File: src/rtl/scatter.sv
// Round-robin work distributor: one upstream task stream fanned out to N solver
// lanes, each lane backed by a one-entry registered output stage.
module scatter #(
    parameter int width = 40,
    parameter int lanes = 2
) (
    input  logic                         clock,
    input  logic                         reset,
    input  logic [width-1:0]             m_data,
    input  logic                         m_valid,
    output logic                         m_ready,
    output logic [lanes*width-1:0]       s_data,
    output logic [lanes-1:0]             s_valid,
    input  logic [lanes-1:0]             s_ready,
    output logic [$clog2(lanes+1)-1:0]   occupancy,
    output logic [$clog2(lanes)-1:0]     last_lane
);

    localparam int PW = $clog2(lanes);
    localparam int IW = PW + 1;
    localparam int OW = $clog2(lanes + 1);
    localparam logic [IW-1:0] LANES_W = IW'(lanes);
    localparam logic [PW-1:0] LAST    = PW'(lanes - 1);

    logic [lanes-1:0] lv;
    logic [width-1:0] ld [lanes];
    logic [PW-1:0]    ptr;

    logic             found;
    logic [PW-1:0]    target;
    logic [IW-1:0]    idx;
    logic             accept;
    logic [lanes-1:0] drain;
    logic [lanes-1:0] lv_set;
    logic [lanes-1:0] lv_next;
    logic [OW-1:0]    drain_count;
    logic [OW-1:0]    occ_next;
    logic [PW-1:0]    ptr_next;

    // Ready depends only on registered lane state, never on downstream ready.
    assign m_ready = |(~lv);
    assign accept  = m_valid & m_ready;
    assign s_valid = lv;

    for (genvar i = 0; i < lanes; i++) begin : g_lane
        assign s_data[i*width +: width] = ld[i];
    end

    // Scan from ptr (wrapping) for the first lane empty at the start of the cycle.
    always_comb begin
        found  = 1'b0;
        target = '0;
        idx    = '0;
        for (int k = 0; k < lanes; k++) begin
            idx = {1'b0, ptr} + IW'(k);
            if (idx >= LANES_W) begin
                idx = idx - LANES_W;
            end
            if (!found && !lv[idx[PW-1:0]]) begin
                found  = 1'b1;
                target = idx[PW-1:0];
            end
        end
    end

    always_comb begin
        drain  = lv & s_ready;
        lv_set = '0;
        if (accept) begin
            lv_set[target] = 1'b1;
        end
        lv_next = (lv & ~drain) | lv_set;

        drain_count = '0;
        for (int i = 0; i < lanes; i++) begin
            drain_count = drain_count + OW'(drain[i]);
        end
        occ_next = occupancy - drain_count + OW'(accept);

        ptr_next = ptr;
        if (accept) begin
            ptr_next = (target == LAST) ? '0 : target + PW'(1);
        end
    end

    always_ff @(posedge clock) begin
        if (reset) begin
            lv        <= '0;
            ptr       <= '0;
            occupancy <= '0;
            last_lane <= '0;
        end else begin
            lv        <= lv_next;
            ptr       <= ptr_next;
            occupancy <= occ_next;
            if (accept) begin
                last_lane <= target;
            end
        end
    end

    // Payload registers carry no reset; their contents only matter while lv is set.
    always_ff @(posedge clock) begin
        for (int i = 0; i < lanes; i++) begin
            if (accept && target == PW'(i)) begin
                ld[i] <= m_data;
            end
        end
    end

endmodule

File: config.mk
export PLATFORM = sky130hd
export DESIGN_NAME = scatter
export DESIGN_NICKNAME = d
export VERILOG_FILES = /design/src/rtl/scatter.sv
export SDC_FILE = /design/constraint.sdc
export NUM_CORES = 1
export LEC_CHECK = 0
export CAP_MARGIN = 20
export CELL_PAD_IN_SITES_DETAIL_PLACEMENT = 1
export CELL_PAD_IN_SITES_GLOBAL_PLACEMENT = 1
export CORE_MARGIN = 8
export CORE_UTILIZATION = 29
export DETAILED_ROUTE_END_ITERATION = 10
export PLACE_DENSITY = 0.73
export SYNTH_ARGS = -nofsm -noshare
export SYNTH_HDL_FRONTEND = slang
export SYNTH_SLANG_ARGS = --single-unit
File: constraint.sdc
create_clock -name clock -period 2.1 [get_ports clock]
set_clock_uncertainty 0.2 [all_clocks]
set_input_delay 0.42 -clock clock [delete_from_list [all_inputs] [get_ports clock]]
set_output_delay 0.42 -clock clock [all_outputs]
set_load 0.01 [all_outputs]
==> results_dict.tcl <==
set metrics [dict create \
    htree_levels 3 \
    main_combinational_cell_family_by_area_after_synthesis "simple AND/OR/NAND/NOR gates" \
    hold_violations 0 \
    die-width_um 112 \
    timing.setup.critical_path_class "in2reg" \
    fraction_of_the_cycle_the_final_worst_path_needs_pct 97.1 \
    cts-root-to-sink-buffers 2 \
    pwr_density_cell_mw_per_mm2 817 \
    synth_compound_area_share_pct 1.25 \
    fin_hold_ws_ns 0.188 \
    regToRegStartpoint "s_valid[0]" \
    ir_drop_mv 0.372 \
    post_drt_via_cell_ratio 4.14 \
    cts_tree "done" \
    cp-start-kind "primary input" \
    final_cell_mix "sky130_fd_sc_hd__clkdlybuf4s50_1, sky130_fd_sc_hd__edfxtp_1, sky130_fd_sc_hd__clkbuf_8, sky130_fd_sc_hd__dfxtp_1" \
    min_to "s_valid[1]" \
    globalRoute.totalOverflow 0 \
    proportion_of_layout_cells_with_a_drive_suffix_above_1_pct 9.47 \
    post_synth_xor_area_fraction_pct 0.649 \
    finish.net_count 307 \
    max_freq_mhz 491 \
    cell_rows 35 \
    cts.sinks 86 \
    final_max_slew_viol_count 0 \
    die_height_um 112 \
    hold_path.class "in2reg" \
    period_needed_ns 2.04 \
    timing.critical_path.slowest_cell_delay_ns 0.47 \
    tns_ns 0 \
    cts_buffers 9 \
    place_hpwl_um 5410 \
    drc 0 \
    die-area_mm2 0.0126 \
    detailed_route_wl_um 6920 \
    gp_congestion 0.661 \
    dpl_worst_slack_ns -0.325 \
    crit_arrival_ns 2.07 \
    floorplan.io_pins 131 \
    layout-area-overhead-vs-synth_pct 63.6 \
    worstHoldStart "s_ready[1]" \
    status "completed" \
    yosys_warnings 0 \
    synth.yosys.seq_area_share_pct 93.5 \
    total_leakage_power_uw 0.00152 \
    max_slew_margin_pct 85.1 \
    routed_wire_length_per_instance_um 18.5 \
    path_cells "clkdlybuf4s50_1, and2_1, fa_1, inv_1, ha_1, xor2_1, xnor2_1, nor2_1" \
    drt-pass1-iter-count 4 \
    wire_length_of_the_first_global_routing_pass_um 9940 \
    clock_insertion_delay_worst_skew_ns 0.34 \
    yosys-mux-area-fraction_pct 0.371 \
    fillCellCount 866 \
    setup.worst_path.end_class "register" \
    ys_types 18 \
    hold_path_depth 3 \
    cts-hold-fix-buffers 0 \
    antenna_cells_inserted 0 \
    grt_start_max_net_pins 30 \
    setup.reg_to_reg.worst_slack_ns 0.20 \
    final_core_occ_pct 48.2 \
    p_total_uw 3610 \
    timing.critical_path.fanout_max 2 \
    grt_pass1_vias 1679 \
    synthesis.nets 159 \
    postSynthRegisterBits 86 \
    floorplan.core_area_mm2 0.00915 \
    synthesized_area_fraction_occupied_by_and_or_nand_nor_cells_pct 2.50 \
    cts_root_buffer "sky130_fd_sc_hd__clkbuf_8" \
    synthCells 112 \
    io_buffers 130 \
    setup-violations-final 0 \
    synth_area_mm2 0.00270 \
    track_usage_pct 10.7 \
    mostFrequentLayoutCell "sky130_fd_sc_hd__clkdlybuf4s50_1" \
    clk_pin_slew_worst_paths_ns 0.08 \
    critical_path.slowest_cell "sky130_fd_sc_hd__fa_1" \
    rr_endpoint "occupancy[1]" \
    drt-initial-drc-count 66 \
    path_delay_family "adder cells" \
    initial_core_util_pct 29.5 \
    worst_ep_required_time_ns 2.14 \
    max_slew.worst_pin.slew_ns 0.223 \
    avg_cell_area_syn_um2 24.1 \
    finalWorstSetupSlack_ns 0.0613 \
    ant_nets 0 \
    yosys.area_share.adder_pct 1.21 \
    grt_setup_unrepaired "false" \
    grt_antenna_before_repair 1 \
    cp_num_buf_inv 2 \
    worstRegToRegCells 7 \
    drv_cap 0 \
    num_vias 1551 \
]
==> routing by layer <==
layer | global-route usage, % | share of wire, % | vias to the layer above
met4 | 5.13 | 1.7 | 2
met1 | 10.7 | 37 | 741
met2 | 18.2 | 52 | 76
met3 | 5.42 | 8.9 | 12
met5 | 0 | 0.19 | -
li1 | - | - | 720
==> state kept, by name (all words and copies together) (netlist names) <==
signal / count
last_lane: 1
ptr: 1
occupancy: 2
s_valid: 2
ld: 80
==> cells by family (layout without fill, tap and decap cells) <==
family	Yosys count	in the layout
flip-flops	86	86
multiplexers	1	1
AND/OR/NAND/NOR	12	12
buffers and inverters	4	156
AO/OA/AOI/OAI	5	5
XOR/XNOR	2	2
adder cells (fa/ha/maj)	2	2
==> layout make-up <==
cell class | instances | area, µm² | share of cell area (%)
clock inverter | 6 | 47.5 | 1.08
inverter | 4 | 15.0 | 0.340
timing repair buffer | 137 | 1400 | 31.6
tap | 111 | 139 | 3.15
multi-input combinational | 22 | 171 | 3.88
clock buffer | 9 | 124 | 2.81
sequential | 86 | 2520 | 57.1
==> how the worst max path moves through the flow <==
stage,start,to,depth (start not counted)
final,s_ready[0],occupancy[1],8
after global routing,s_ready[0],occupancy[1],8
after CTS,s_valid[1],m_ready,3
after detailed placement,s_ready[0],occupancy[1],8
after global placement,s_ready[1],occupancy[1],8
after floorplan,m_valid,ld[0][40],3
==> Yosys cell counts <==
cell                       number  share of area, %
sky130_fd_sc_hd__mux2i_1        1              0.37
sky130_fd_sc_hd__dfxtp_1        6               4.5
sky130_fd_sc_hd__inv_1          3              0.42
sky130_fd_sc_hd__edfxtp_1      80                89
sky130_fd_sc_hd__xor2_1         1              0.32
sky130_fd_sc_hd__nand2b_1       2              0.46
sky130_fd_sc_hd__inv_2          1              0.14
sky130_fd_sc_hd__a21oi_1        2              0.37
sky130_fd_sc_hd__o21ai_1        1              0.19
sky130_fd_sc_hd__a21oi_2        1              0.32
sky130_fd_sc_hd__nor2_1         1              0.14
sky130_fd_sc_hd__xnor2_1        1              0.32
sky130_fd_sc_hd__ha_1           1              0.46
sky130_fd_sc_hd__o21ba_1        1              0.37
sky130_fd_sc_hd__nand2_1        2              0.28
sky130_fd_sc_hd__nor2b_1        4              0.93
sky130_fd_sc_hd__and2_1         3              0.70
sky130_fd_sc_hd__fa_1           1              0.74
==> where the power goes <==
group	switching [µW]	internal (µW)	total [µW]
registers	40.0	2020	2060
clock network	588	431	1020
logic	223	308	531
==> metrics by stage <==
step / instances / instance area, µm²
after floorplan: 112 / 2710
after global placement: 360 / 4240
after detailed placement: 360 / 4240
after CTS: 375 / 4410
after global routing: 375 / 4420
final: 375 / 4420
==> worst register-to-register path, stage by stage, from the launching register on <==
cell and delay [ns]:
sky130_fd_sc_hd__dfxtp_1 0.44, sky130_fd_sc_hd__and2_1 0.17, sky130_fd_sc_hd__fa_1 0.40, sky130_fd_sc_hd__inv_1 0.06
sky130_fd_sc_hd__ha_1 0.15, sky130_fd_sc_hd__xor2_1 0.18, sky130_fd_sc_hd__xnor2_1 0.14, sky130_fd_sc_hd__nor2_1 0.05
==> timing repair <==
action,4_1_cts,5_1_grt
hold endpoints to repair,0,0
gates resized for setup,0,3
endpoints found under the setup margin,0,2
buffers inserted,0,0
Power figures use the tool's default switching activity.
